`src/rtl/mips_multicycle_control.sv`:
```
// Multicycle MIPS control FSM: fetch/decode/execute/memory/writeback sequencing with a mem_ready handshake.
// The optional jump instruction is enabled by defining MIPS_MCU_JUMP_EN.
module mips_multicycle_control #(
  parameter int ALUOP_W   = 3,
  parameter int ILL_CNT_W = 8
) (
  input  logic                 clk,
  input  logic                 rst_n,
  input  logic [5:0]           op,
  input  logic                 mem_ready,
  output logic                 pc_write,
  output logic                 pc_write_cond,
  output logic [1:0]           pc_src,
  output logic                 iord,
  output logic                 mem_read,
  output logic                 mem_write,
  output logic                 ir_write,
  output logic                 reg_dst,
  output logic                 mem_to_reg,
  output logic                 reg_write,
  output logic                 alu_src_a,
  output logic [1:0]           alu_src_b,
  output logic [ALUOP_W-1:0]   alu_op,
  output logic [3:0]           state,
  output logic                 illegal_op,
  output logic [ILL_CNT_W-1:0] ill_count
);

  // state   | meaning
  // FETCH   | read instruction at PC, PC+4 on mem_ready
  // DECODE  | precompute branch target, dispatch on op
  // MEMADR  | compute load/store address
  // MEMRD   | load data read, wait for mem_ready
  // MEMWB   | write loaded data to rt
  // MEMWR   | store data write, wait for mem_ready
  // EXEC    | R-type / I-type ALU operation
  // ALUWB   | write ALU result to rd or rt
  // BRANCH  | beq compare and conditional PC load
  // JUMP    | unconditional jump (optional)
  // ILLEGAL | unsupported opcode, count it
  typedef enum logic [3:0] {
    FETCH   = 4'd0,
    DECODE  = 4'd1,
    MEMADR  = 4'd2,
    MEMRD   = 4'd3,
    MEMWB   = 4'd4,
    MEMWR   = 4'd5,
    EXEC    = 4'd6,
    ALUWB   = 4'd7,
    BRANCH  = 4'd8,
`ifdef MIPS_MCU_JUMP_EN
    JUMP    = 4'd9,
`endif
    ILLEGAL = 4'd10
  } state_t;

  localparam logic [5:0] OP_RTYPE = 6'b000000;
  localparam logic [5:0] OP_LW    = 6'b100011;
  localparam logic [5:0] OP_SW    = 6'b101011;
  localparam logic [5:0] OP_ADDI  = 6'b001000;
  localparam logic [5:0] OP_ANDI  = 6'b001100;
  localparam logic [5:0] OP_ORI   = 6'b001101;
  localparam logic [5:0] OP_SLTI  = 6'b001010;
  localparam logic [5:0] OP_BEQ   = 6'b000100;
`ifdef MIPS_MCU_JUMP_EN
  localparam logic [5:0] OP_J     = 6'b000010;
`endif

  state_t curState;
  state_t nextState;
  logic   pcWriteJump;
  logic   fetchDone;

  assign state     = curState;
  // Mealy strobes are gated by rst_n so reset presents FETCH with mem_ready treated as 0.
  assign fetchDone = (curState == FETCH) && mem_ready && rst_n;
  assign ir_write  = fetchDone;
  assign pc_write  = fetchDone || pcWriteJump;

  always_comb begin
    nextState = FETCH;
    case (curState)
      FETCH:  nextState = mem_ready ? DECODE : FETCH;
      DECODE: begin
        case (op)
          OP_LW, OP_SW:                                  nextState = MEMADR;
          OP_RTYPE, OP_ADDI, OP_ANDI, OP_ORI, OP_SLTI:   nextState = EXEC;
          OP_BEQ:                                        nextState = BRANCH;
`ifdef MIPS_MCU_JUMP_EN
          OP_J:                                          nextState = JUMP;
`endif
          default:                                       nextState = ILLEGAL;
        endcase
      end
      MEMADR: nextState = (op == OP_SW) ? MEMWR : MEMRD;
      MEMRD:  nextState = mem_ready ? MEMWB : MEMRD;
      MEMWR:  nextState = mem_ready ? FETCH : MEMWR;
      EXEC:   nextState = ALUWB;
      default: nextState = FETCH;
    endcase
  end

  // Moore outputs are registered from the next state so they line up with the state register.
  always_ff @(posedge clk or negedge rst_n) begin
    if (!rst_n) begin
      curState      <= FETCH;
      pcWriteJump   <= 1'b0;
      pc_write_cond <= 1'b0;
      pc_src        <= 2'b00;
      iord          <= 1'b0;
      mem_read      <= 1'b1;
      mem_write     <= 1'b0;
      reg_dst       <= 1'b0;
      mem_to_reg    <= 1'b0;
      reg_write     <= 1'b0;
      alu_src_a     <= 1'b0;
      alu_src_b     <= 2'b01;
      alu_op        <= '0;
      illegal_op    <= 1'b0;
      ill_count     <= '0;
    end else begin
      curState      <= nextState;
      pcWriteJump   <= 1'b0;
      pc_write_cond <= 1'b0;
      pc_src        <= 2'b00;
      iord          <= 1'b0;
      mem_read      <= 1'b0;
      mem_write     <= 1'b0;
      reg_dst       <= 1'b0;
      mem_to_reg    <= 1'b0;
      reg_write     <= 1'b0;
      alu_src_a     <= 1'b0;
      alu_src_b     <= 2'b00;
      alu_op        <= '0;
      illegal_op    <= 1'b0;
      case (nextState)
        FETCH: begin
          mem_read  <= 1'b1;
          alu_src_b <= 2'b01;
        end
        DECODE: alu_src_b <= 2'b11;
        MEMADR: begin
          alu_src_a <= 1'b1;
          alu_src_b <= 2'b10;
        end
        MEMRD: begin
          iord     <= 1'b1;
          mem_read <= 1'b1;
        end
        MEMWB: begin
          mem_to_reg <= 1'b1;
          reg_write  <= 1'b1;
        end
        MEMWR: begin
          iord      <= 1'b1;
          mem_write <= 1'b1;
        end
        EXEC: begin
          alu_src_a <= 1'b1;
          alu_src_b <= 2'b10;
          case (op)
            OP_RTYPE: begin
              alu_src_b <= 2'b00;
              alu_op    <= ALUOP_W'(3'b001);
            end
            OP_SLTI: alu_op <= ALUOP_W'(3'b010);
            OP_ANDI: alu_op <= ALUOP_W'(3'b011);
            OP_ORI:  alu_op <= ALUOP_W'(3'b100);
            default: alu_op <= ALUOP_W'(3'b000);
          endcase
        end
        ALUWB: begin
          reg_write <= 1'b1;
          reg_dst   <= (op == OP_RTYPE);
        end
        BRANCH: begin
          alu_src_a     <= 1'b1;
          alu_op        <= ALUOP_W'(3'b101);
          pc_write_cond <= 1'b1;
          pc_src        <= 2'b01;
        end
`ifdef MIPS_MCU_JUMP_EN
        JUMP: begin
          pcWriteJump <= 1'b1;
          pc_src      <= 2'b10;
        end
`endif
        ILLEGAL: begin
          illegal_op <= 1'b1;
          if (ill_count != '1) ill_count <= ill_count + ILL_CNT_W'(1);
        end
        default: ;
      endcase
    end
  end

endmodule
```
`config.mk`:
```
export PLATFORM = sky130hd
export DESIGN_NAME = mips_multicycle_control
export DESIGN_NICKNAME = d
export VERILOG_FILES = /design/src/rtl/mips_multicycle_control.sv
export SDC_FILE = /design/constraint.sdc
export NUM_CORES = 1
export LEC_CHECK = 0
export BUFFER_PORTS_ARGS = -buffer_cell sky130_fd_sc_hd__clkbuf_2
export CAP_MARGIN = 20
export CORE_MARGIN = 1.5
export CORE_UTILIZATION = 54
export DETAILED_ROUTE_END_ITERATION = 8
export PLACE_DENSITY = 0.87
export SKIP_CTS_REPAIR_TIMING = 1
export SLEW_MARGIN = 10
export SYNTH_ARGS = -nofsm -noshare
export SYNTH_HDL_FRONTEND = slang
export SYNTH_SLANG_ARGS = --single-unit
```
`constraint.sdc`:
```
create_clock -name clk -period 4.6 [get_ports clk]
set_clock_uncertainty 0.2 [all_clocks]
set_input_delay 0.92 -clock clk [delete_from_list [all_inputs] [get_ports clk]]
set_output_delay 0.92 -clock clk [all_outputs]
set_load 0.005 [all_outputs]
```
# ---- Yosys cells after proc, flatten, opt, wreduce, memory -nomap -nowiden
# Cells that the tools add are included.
dict set report op_classes {
  muxes 20
  eq_ne 22
  reduce_logical 12
  addsub 1
}
# cell count
set ops {}
lappend ops {{4-bit by 3-bit equality test with 1-bit output (second input constant)} 6}
lappend ops {{6-bit by 4-bit equality test with 1-bit output (second input constant)} 4}
lappend ops {{4-bit case mux with 6 select lines} 1}
lappend ops {{4-bit by 2-bit equality test with 1-bit output (second input constant)} 4}
lappend ops {{6-bit equality test (second input constant)} 2}
lappend ops {{3-bit case mux with 4 select lines} 1}
lappend ops {{4-bit case mux with 3 select lines} 1}
lappend ops {{1-bit 2-to-1 mux} 11}
lappend ops {{3-bit 2-to-1 mux} 3}
lappend ops {{8-bit by 1-bit adder with 8-bit output (second input constant)} 1}
lappend ops {{4-bit by 1-bit equality test with 1-bit output (second input constant)} 2}
lappend ops {{4-bit equality test (second input constant)} 2}
lappend ops {{4-bit logical NOT} 2}
lappend ops {{8-bit inequality test (second input constant)} 1}
lappend ops {{2-bit case mux with 4 select lines} 1}
lappend ops {{2-bit OR reduction} 4}
lappend ops {{6-bit by 3-bit equality test with 1-bit output (second input constant)} 1}
lappend ops {{6-bit logical NOT} 1}
lappend ops {{3-bit case mux with 2 select lines} 1}
lappend ops {{5-bit OR reduction} 1}
lappend ops {{3-bit OR reduction} 1}
lappend ops {{1-bit logical AND} 2}
lappend ops {{2-bit 2-to-1 mux} 1}
lappend ops {{2-bit AND reduction} 1}
dict set report totals {
  output_inout_bits 30
  regBits 28
  inputBits 9
}

# ---- Depth between registers and ports, before layout
# Gate-level depths: netlist of run 1.
dict set report logic_depth {
  ltp_word 7
  ltp_mapped 7
  depth_no_buf 6
}

# ---- Worst setup path after synthesis of run 1
# Ideal clock, no wire load.
dict set report synth_path {
  kind {input-to-reg}
  startpoint {input op[5]}
  endpoint {register ill_count[1]}
  arrival_time_ns 2.197
  required_time_ns 4.275
  setup_ns 0.125
  cell_stages 5
  setup_slack_ns 2.078
  n_path_buf 0
  path_cell_list {or4_4 o31a_1 nand2_2 nor2_1 mux2_4}
}
dict set report synth_between {
  elab_chain_cells 6
  elab_cells_between_ends 15
  cone_classes {eq/ne: 8; mux: 3; reduce/logical: 4}
}
# item line
set synth_lines {}
lappend synth_lines {{from (decl)} 9} ;# input logic [5:0] op,
lappend synth_lines {{6-bit by 4-bit equality test with 1-bit output, or another cell as far along} 85} ;# case (op)
lappend synth_lines {{5-bit OR reduction / 2-bit OR reduction (equally long branches)} 85}
lappend synth_lines {{4-bit case mux with 3 select lines} 85}
lappend synth_lines {{4-bit case mux with 6 select lines (*)} 82} ;# case (curState)
lappend synth_lines {{4-bit equality test (*)} 136} ;# case (nextState)
lappend synth_lines {{2-bit AND reduction (no source line) (*)} --}
lappend synth_lines {{to (signal assigned)} 190} ;# if (ill_count != '1) ill_count <= ill_count + ILL_CNT_W'(1);
lappend synth_lines {{to (decl)} 26} ;# output logic [ILL_CNT_W-1:0] ill_count
# Every way passes the cells marked *; elsewhere a longest branch is shown, timed or not.
# A chain may end at the register's enable or synchronous reset.

# ---- Final worst setup path of run 1
dict set report layout_path {
  startpoint {input rst_n}
  endpoint {output ir_write}
}
dict set report layout_between {
  elab_chain_cells 1
}
# item line
set layout_lines {}
lappend layout_lines {{from (decl)} 8} ;# input logic rst_n,
lappend layout_lines {{1-bit logical AND} 76} ;# assign fetchDone = (curState == FETCH) && mem_ready && rst_n;
lappend layout_lines {{to (decl)} 17} ;# output logic ir_write,
# No other way between the ends.

==> results of run 1 <==
==> path summary, 6_finish.rpt <==
kind	endpoint	slack, ns	depth (start not counted)
setup reg to reg	alu_src_b[1]	2.28	5
setup / recovery	ir_write	1.51	4
min in group asynchronous	mem_to_reg	0.39	1
max in group asynchronous	ill_count[6]	3.38	1
hold / removal	ill_count[6]	0.30	1
hold reg to reg	ill_count[6]	0.30	1
==> cells by family (layout without fill, tap and decap cells) <==
kind of cell / after synthesis / in the layout / synth area share
AO/OA/AOI/OAI: 16 / 16 / 0.09762
XOR/XNOR: 9 / 9 / 0.05972
adder cells (fa/ha/maj): 1 / 1 / 0.009477
buffers and inverters: 14 / 46 / 0.05402
flip-flops: 26 / 26 / 0.4948
multiplexers: 3 / 3 / 0.02748
other: 1 / 1 / 0.002841
AND/OR/NAND/NOR: 55 / 55 / 0.2540
==> synth_stat cells (all sizes together), types with 3 or more instances <==
library cell  instances
dfrtp                24
nor2                 11
buf                   9
xor2                  8
nand2                 7
nor3                  7
inv                   5
nor4                  5
nand3                 4
o21ai                 4
and3                  3
nor3b                 3
==> through the flow <==
step / hold WS (ns) / setup slack [ns] / cell area (um^2) / std cells / utilization
detailed placement: 0.2851 / 1.376 / 1488 / 181 / 0.6598
CTS: 0.3033 / 1.458 / 1524 / 185 / 0.6759
finish: 0.3018 / 1.509 / 1524 / 185 / 0.6759
global placement: 0.2807 / 1.479 / 1488 / 181 / 0.6598
global route: 0.3355 / 1.321 / 1524 / 185 / 0.6759
floorplan: 0.2780 / 2.078 / 1320 / 125 / -
==> power groups by stage <==
stage / Combinational, uW / Sequential, uW / Clock [uW]
5_1_grt: 400 / 401 / 123
4_1_cts: 359 / 389 / 116
2_1_floorplan: 256 / 364 / 0
3_3_place_gp: 345 / 384 / 0
6_report: 356 / 389 / 112
3_5_place_dp: 355 / 394 / 0
==> cell type report <==
| type | instances | area [um^2] |
|---|---|---|
| fillers | 203 | 730.7 |
| repair buffers | 37 | 185.2 |
| multi-input cells | 85 | 595.6 |
| clock buffers | 4 | 36.28 |
| flip-flops and latches | 26 | 653.1 |
| inverters | 5 | 18.77 |
| well taps | 28 | 35.03 |
==> cells in the final DEF (no fill, tap or decap), types with 2 or more instances in the layout <==
master,count
nand2_1,6
and2_1,2
a211oi_1,2
and4b_1,2
clkbuf_2,37
o21ai_0,3
nor3b_1,3
clkbuf_4,3
o31a_1,2
inv_1,4
or3_1,2
nor3_1,6
dfrtp_1,24
and3_1,3
dfstp_2,2
nor4_1,5
nand3_1,4
nor2_1,11
xor2_1,8
==> per-layer routing <==
layer	part of all wire	vias to the layer above	track usage	wire length [um]
met5	0	-	0	0
met2	0.52	38	0.3896	1397
met4	0.0078	0	0.07692	21
met1	0.43	522	0.2774	1152
li1	-	517	-	-
met3	0.047	4	0.02571	127
==> metrics.md, run 1 <==
| Metric | Value |
|---|---|
| Share of the synthesized area in the top cell type | `0.4550` |
| Max reg flops | `8` |
| Number of enable flip-flop cells after synthesis | `0` |
| Kind of critical path | `input pin to output pin` |
| Antenna Violating Nets Remaining | `0` |
| Post-synthesis cell count | `around 130` |
| Crit path top cell by count | `clkbuf_2` |
| Layout cells sized above 1 | `0.3312` |
| Max Transition Viols Final | `0` |
| Area contributors post-synth | `dfrtp_1 (45%), xor2_1 (5.3%), dfstp_2 (4.0%)` |
| Vias/cell | `5.843` |
| Clock buffer depth | `2` |
| Core ar. | `2255 um^2` |
| Int Power | `~520 uW` |
| Most flops, register | `ill_count` |
| CP Launch Type | `input pin` |
| Critical-path top delay cell | `clkbuf_2` |
| Die width | `52.44 um` |
| Largest net degree at the start of global routing | `28` |
| Setup TNS | `0 ns` |
| Synthesized cell area | `1320 um^2` |
| Dominant synthesized flop cell | `dfrtp_1` |
| Clock latency on the worst-skew pair | `0.32 ns` |
| RR Startpoint | `state[0]` |
| Leak | `0.0007757 uW` |
| Async set or reset register ratio after synthesis | `1.000` |
| Syn Area/Cell | `10.56 um^2` |
| Netlist cell types | `46` |
| CP required | `3.48 ns` |
| Crit path max-delay family | `buffers and inverters` |
| Switch share | `0.3959` |
| First drt pass iteration count | `5` |
| Synth-to-layout area growth | `15.45%` |
| Worst path bufs/invs | `2` |
| Initial antenna violation count | `0` |
| First-pass GRT wire length | `4471 um` |
| CP Max Fanout | `27` |
| Worst IR Drop VDD | `343.1 uV` |
| Standard-cell rows | `17` |
| RD Place Congestion | `around 0.87` |
| Net Switching | `339.3 uW` |
| Normalized max-slew margin | `0.4945` |
| CP arrival | `between 1.5 and 2 ns` |
| Top cell type by total area after synthesis | `dfrtp_1` |
| DRC violation total after the first TritonRoute iteration | `23` |
| Vias in the first global route | `roughly 990` |
| Final period utilization | `0.6720` |
| Clk root buf | `clkbuf_4` |
| Max cap viols | `0` |
| Diode count | `0` |
| Reg clk slew, reported paths | `0.12 ns` |
| Total wire length | `about 2700 um` |
| Final Hold Fails | `0` |
| Grt total ovfl | `0` |
| Clk sinks | `26` |
| Die height | `52.44 um` |
| Power share of the clock group | `0.131` |
| CTS buffer count | `3` |
| GRT Overall Usage | `0.2207` |
| Seq/Total Area, Yosys | `0.4948` |
| YS warnings | `0` |
| Initial core utilization | `0.5855` |
| Port bufs | `37` |
| Wire per inst | `14.58 um` |
| Hpwl dp | `between 1500 and 2000 um` |
| Die footprint | `2750 um^2` |
| DRC Markers | `0` |
| Hold wc startpoint | `ill_count[6]` |
| Worst-Margin Slew | `0.7583 ns` |
| Final setup viols | `0` |
| Vias | `~1100` |
| Combinational power share | `0.416` |
| CTS tree | `built` |
| Top Ports | `39` |
| Fmax | `323.5 MHz` |
| Biggest cell delay along the critical path | `0.50 ns` |
| RSZ-0062 raised after global routing | `no` |
| Hold Crit Class | `flop to flop` |
| Crit path from | `rst_n` |
| Register share of total power | `0.454` |
| Syn Nets | `135` |
| Crit path cell chain | `clkbuf_2 > nand3_1 > nor3_1 > clkbuf_2` |
| Max H-tree Level | `1` |
| CP endpoint kind | `output pin` |
| Power per cell area | `562.4 nW/um^2` |
| FF+latch count, synth | `26` |
| Outcome | `finished clean` |
| Pwr Total | `857.1 uW` |
| Final Net Count | `between 150 and 200` |
| Min cycle time layout | `roughly 3.1 ns` |
Note: power is estimated with default switching activity, not from simulation.
==> inputs of run 2 (changes only) <==
- CORE_UTILIZATION: 54 -> 45
- PLACE_DENSITY: 0.87 -> 0.78
- clock period: 4.6 -> 2.5 ns (I/O delays scaled with it)
==> run 2 against run 1 <==
Effect of this change:
- global-route usage decreased by 3.0 points
- hold slack got worse by 0.083 ns
- utilization decreased by 11 points
- non-clock buffer count increased by 5
- wire length increased by 2.9%
- setup slack got worse by 1.2 ns
- cell count increased by 4.3%
- first-iteration DRC count increased by 22%
- clock power increased to 2.6 times the previous value
- critical path type unchanged
- largest power group is now combinational cells
- highest routed layer unchanged
==> metrics.md, run 2 (same netlist as run 1, synthesis figures left out) <==
| Metric | Value |
|---|---|
| Outcome | `finished clean` |
| Kind of critical path | `input pin to output pin` |
| Max reg flops | `8` |
| GRT Overall Usage | `0.1903` |
| Die height | `57.16 um` |
| Routed wl met2 | `1376 um` |
| Die width | `57.16 um` |
| Final setup viols | `0` |
| Commonest non-fill, non-tap cells in the layout | `clkbuf_2 (37), dfrtp_1 (24), nor2_1 (11), xor2_1 (8)` |
| Clk root buf | `clkbuf_4` |
| CP Launch Type | `input pin` |
| Initial antenna violation count | `0` |
| First-pass GRT wire length | `around 4800 um` |
| Wire per inst | `14.38 um` |
| Initial core utilization | `0.4746` |
| CTS buffer count | `3` |
| Antenna Violating Nets Remaining | `0` |
| Max Used Layer | `met4` |
| Routed wl met3 | `roughly 100 um` |
| CP arrival | `about 1.5 ns` |
| DRC violation total after the first TritonRoute iteration | `28` |
| Vias in the first global route | `1040` |
| RD Place Congestion | `roughly 0.84` |
| Hold depth | `2` |
| Clock buffer depth | `2` |
| M1 wire length | `1235 um` |
| Clock latency on the worst-skew pair | `0.33 ns` |
| Top Ports | `39` |
| Final core utilization | `0.5695` |
| Setup TNS | `0 ns` |
| Diode count | `0` |
| Max cap viols | `0` |
| Hold Crit Class | `input pin to flop` |
| CTS tree | `built` |
| Vias/cell | `roughly 5.6` |
| Largest net degree at the start of global routing | `27` |
| RSZ-0062 raised after global routing | `no` |
| Final period utilization | `0.8941` |
| Max H-tree Level | `1` |
| Port bufs | `37` |
| Power per cell area | `1065 nW/um^2` |
| Cell count of the worst reg-to-reg path | `5` |
| Standard-cell rows | `19` |
| Crit path from | `rst_n` |
| Most flops, register | `ill_count` |
| Final Hold Fails | `0` |
| Die footprint | `3267 um^2` |
| Clk sinks | `26` |
| Synth-to-layout area growth | `20.00%` |
| Hpwl dp | `2070 um` |
| CP required | `1.80 ns` |
| Max Transition Viols Final | `0` |
| Leak | `a little over 0.0008 uW` |
| RR Startpoint | `state[0]` |
| Min cycle time layout | `~2.2 ns` |
| Total wire length | `2775 um` |
| Layout cells sized above 1 | `0.3457` |
| Grt total ovfl | `0` |
| Vias | `1076` |
| Fmax | `~450 MHz` |
| Core ar. | `2781 um^2` |
| CP Max Fanout | `2` |
| CP endpoint kind | `output pin` |
| Worst IR Drop VDD | `663.7 uV` |
| Hold wc startpoint | `op[0]` |
| Reg clk slew, reported paths | `0.14 ns` |
| Pwr Total | `roughly 1700 uW` |
| DRC Markers | `0` |
| Final Net Count | `approximately 170` |
| First drt pass iteration count | `6` |
| Commonest non-fill, non-tap cell in the layout | `clkbuf_2` |
[run 2: cell types whose count changed in the layout (fill, tap and decap cells not counted), sizes merged]
| cell | delta |
|---|---|
| buf | +4 |
| bufinv | +1 |
| clkbuf | -1 |
| dlygate4sd3 | +1 |
[run 2: power by group]
part / internal [uW] / total, uW / leakage (uW) / switching, uW
combinational: 329 / 699 / 0.000439 / 370
sequential: 561 / 698 / 0.000339 / 138
clock: 162 / 291 / 0.0000279 / 128
[run 2: final timing paths]
check	endpoint	slack (ns)
max	ir_write	0.26
min	alu_op[1]	0.22
max reg2reg	alu_src_a	0.32
min reg2reg	ill_count[6]	0.30
max in group asynchronous	alu_src_b[0]	1.31
min in group asynchronous	reg_write	0.50
[run 2: layout make-up]
| class | count | area (um^2) |
|---|---|---|
| Fill cell | 260 | 1197 |
| Inverter | 5 | 18.77 |
| Multi-Input combinational cell | 85 | 595.6 |
| Sequential cell | 26 | 653.1 |
| Tap cell | 31 | 38.79 |
| Clock inverter | 1 | 30.03 |
| Clock buffer | 3 | 22.52 |
| Timing Repair Buffer | 42 | 225.2 |
[run 2: worst max-delay path, cell delays in order]
cell and delay (ns):
dlygate4sd3_1 0.52, clkbuf_2 0.11, nand3_1 0.06, nor3_1 0.19
clkbuf_2 0.15
[run 2: per-layer routing]
layer	up-vias	GRT usage
met5	-	0
met4	0	0.07309
met3	7	0.02041
met2	29	0.3235
met1	518	0.2511
li1	522	-
[run 2: stage by stage]
stage | worst slack, ns | cell area (um^2) | hold slack (ns) | std cells
after floorplan | 0.3983 | 1320 | 0.004409 | 125
after global placement | 0.1629 | 1521 | 0.2820 | 188
after detailed placement | 0.1439 | 1521 | 0.2869 | 188
after CTS | 0.2970 | 1574 | -0.03003 | 192
after global routing | 0.1137 | 1584 | 0.2151 | 193
final | 0.2647 | 1584 | 0.2186 | 193
==> inputs of run 3 (changes only) <==
- CELL_PAD_IN_SITES_DETAIL_PLACEMENT: default -> 2
- CELL_PAD_IN_SITES_GLOBAL_PLACEMENT: default -> 2
- CORE_UTILIZATION: 45 -> 29
- CTS_BUF_LIST: default -> sky130_fd_sc_hd__clkbuf_8
- PLACE_DENSITY: 0.78 -> 0.81
==> run 3 against run 2 <==
Effect of this change:
- wire length is 27% higher
- power rose by 7.0%
- cell area grew 4.1%
- die area up 52%
- non-clock buffer count is 3 higher
- utilization shrank 19 points
- hold slack worse by 0.20 ns
- clock power grew 21%
- combinational power increased by 8.4%
- flip-flop and latch count did not move
- critical path type is now flop to flop
==> metrics.md, run 3 (same netlist as run 1, synthesis figures left out) <==
| Metric | Value |
|---|---|
| Fillers | `roughly 500` |
| Diode count | `0` |
| Placed cell area | `1578 um^2` |
| Most flops, register | `ill_count` |
| CP required | `2.49 ns` |
| Reg clk slew, reported paths | `0.09 ns` |
| CP arrival | `2.23 ns` |
| Grt total ovfl | `0` |
| Standard-cell rows | `24` |
| GRT busiest layer | `met2` |
| Reg2reg end | `alu_src_b[1]` |
| Layout cells sized above 1 | `0.3636` |
| GRT Overall Usage | `0.1547` |
| Worst-Margin Slew | `0.4835 ns` |
| GR Util met1 | `0.1975` |
| Kind of critical path | `flop to flop` |
| Setup TNS | `0 ns` |
| Port bufs | `37` |
| Initial core utilization | `0.3032` |
| Global Route met2 Usage | `0.2746` |
| Wire per inst | `16.29 um` |
| RSZ-0062 raised after global routing | `no` |
| Antenna Violating Nets Remaining | `0` |
| Clock buffer depth | `2` |
| Final core utilization | `0.3787` |
| Fmax | `447.5 MHz` |
| R2R setup slack | `0.27 ns` |
| Register share of total power | `0.385` |
| First-pass GRT wire length | `~6200 um` |
| Die height | `70.47 um` |
| Combinational power share | `0.420` |
| Leak | `0.0008293 uW` |
| Synth-to-layout area growth | `24.93%` |
| Met3 usage | `0.02453` |
| Top Ports | `39` |
| Hpwl dp | `between 2000 and 3000 um` |
| Initial antenna violation count | `0` |
| Hold Crit Class | `input pin to asynchronous set/reset pin` |
| Final setup viols | `0` |
| Clk root buf | `clkbuf_8` |
| Largest net degree at the start of global routing | `27` |
| Outcome | `finished clean` |
| Die footprint | `approximately 5000 um^2` |
| Post-Layout Inst Area | `1649 um^2` |
| Int Power | `between 1000 and 1500 uW` |
| Switch share | `0.3771` |
| Power per cell area | `1095 nW/um^2` |
| Final Hold Fails | `0` |
| Clk sinks | `26` |
| Max cap viols | `0` |
| Clock latency on the worst-skew pair | `~0.27 ns` |
| Die width | `70.47 um` |
| CP Max Fanout | `9` |
| Max reg flops | `8` |
| CP Launch Type | `flop` |
| Crit path from | `state[0]` |
| Min cycle time layout | `2.235 ns` |
| Commonest non-fill, non-tap cell in the layout | `clkbuf_2` |
| Biggest cell delay along the critical path | `0.48 ns` |
| Critical-path top delay cell | `dfrtp_1` |
| Footprint of the multi-input gates | `~600 um^2` |
| DRC Markers | `0` |
| Vias/cell | `~5.3` |
| CTS tree | `built` |
| Worst Setup EP | `alu_src_b[1]` |
| Crit path cell chain | `buf_4 > nor4bb_1 > o31a_1 > a221oi_2 > o21ai_1 > o22ai_1` |
| Max H-tree Level | `1` |
| Final Net Count | `176` |
| Core ar. | `4354 um^2` |
| CTS buffer count | `3` |
| First drt pass iteration count | `4` |
| RD Place Congestion | `0.8235` |
| DRC violation total after the first TritonRoute iteration | `67` |
| Max Transition Viols Final | `0` |
| Sequential cell area | `653.1 um^2` |
| Cell count of the worst reg-to-reg path | `6` |
| Vias | `1148` |
| CP endpoint kind | `flop` |
| Power share of the clock group | `0.195` |
| Commonest non-fill, non-tap cells in the layout | `clkbuf_2 (37), dfrtp_1 (24), nor2_1 (11), xor2_1 (8), buf_4 (8)` |
| Total wire length | `3534 um` |
| Final period utilization | `0.8939` |
| Vias in the first global route | `1189` |
| Worst IR Drop VDD | `411.6 uV` |
| Net Switching | `681.0 uW` |
| RR Startpoint | `state[0]` |
| Normalized max-slew margin | `0.6733` |
## run 3: cell count changes in the layout (fill, tap and decap cells not counted)
cell	before	now
buf_4	4	8
clkbuf_8	0	3
clkbuf_4	3	0
dlygate4sd3_1	1	0
## run 3: layout make-up
cell class,instances,share of cell area
clock inverters,1,0.01821
repair buffers,45,0.1487
clock buffers,3,0.02504
inverters,5,0.01138
well taps,52,0.03945
multi-input cells,85,0.3612
flip-flops and latches,26,0.3961
## run 3: power groups by stage
stage | sequential [uW] | combinational, uW | clock, uW
2_1_floorplan | 671 | 471 | 0
3_3_place_gp | 699 | 737 | 0
3_5_place_dp | 709 | 766 | 0
4_1_cts | 700 | 778 | 362
5_1_grt | 722 | 858 | 382
6_report | 696 | 758 | 352
## run 3: critical path: cells and delay by family (launching register included)
| family | cells | cell delay [ns] |
|---|---|---|
| simple gates | 1 | 0.15 |
| buf+inv | 1 | 0.20 |
| compound gates | 4 | 1.13 |
| flops | 1 | 0.48 |
## run 3: through the flow
step,total power (uW),hold WS [ns],setup WS [ns],cells
3_5_place_dp,1475,0.2948,0.1215,213
4_1_cts,1840,0.04367,0.2327,217
2_1_floorplan,1142,0.004409,0.3983,125
5_1_grt,1962,0.04987,0.1347,217
6_report,1806,0.02227,0.2652,217
3_3_place_gp,1436,0.2793,0.1540,213
## run 3: worst min path at each step
stage,slack [ns],to,from,depth (start not counted)
after global placement,0.28,ill_count[6],ill_count[6],1
after floorplan,0.004,alu_op[0],rst_n,0
final,0.02,reg_write,rst_n,2
after CTS,0.04,reg_dst,rst_n,2
after global routing,0.05,ill_count[2],rst_n,2
after detailed placement,0.29,ill_count[6],ill_count[6],1
## run 3: layer usage
metal | wire [um] | vias up
met5 | 0 | -
met4 | 25 | 0
met3 | 145 | 4
met2 | 1825 | 28
met1 | 1537 | 585
li1 | - | 531
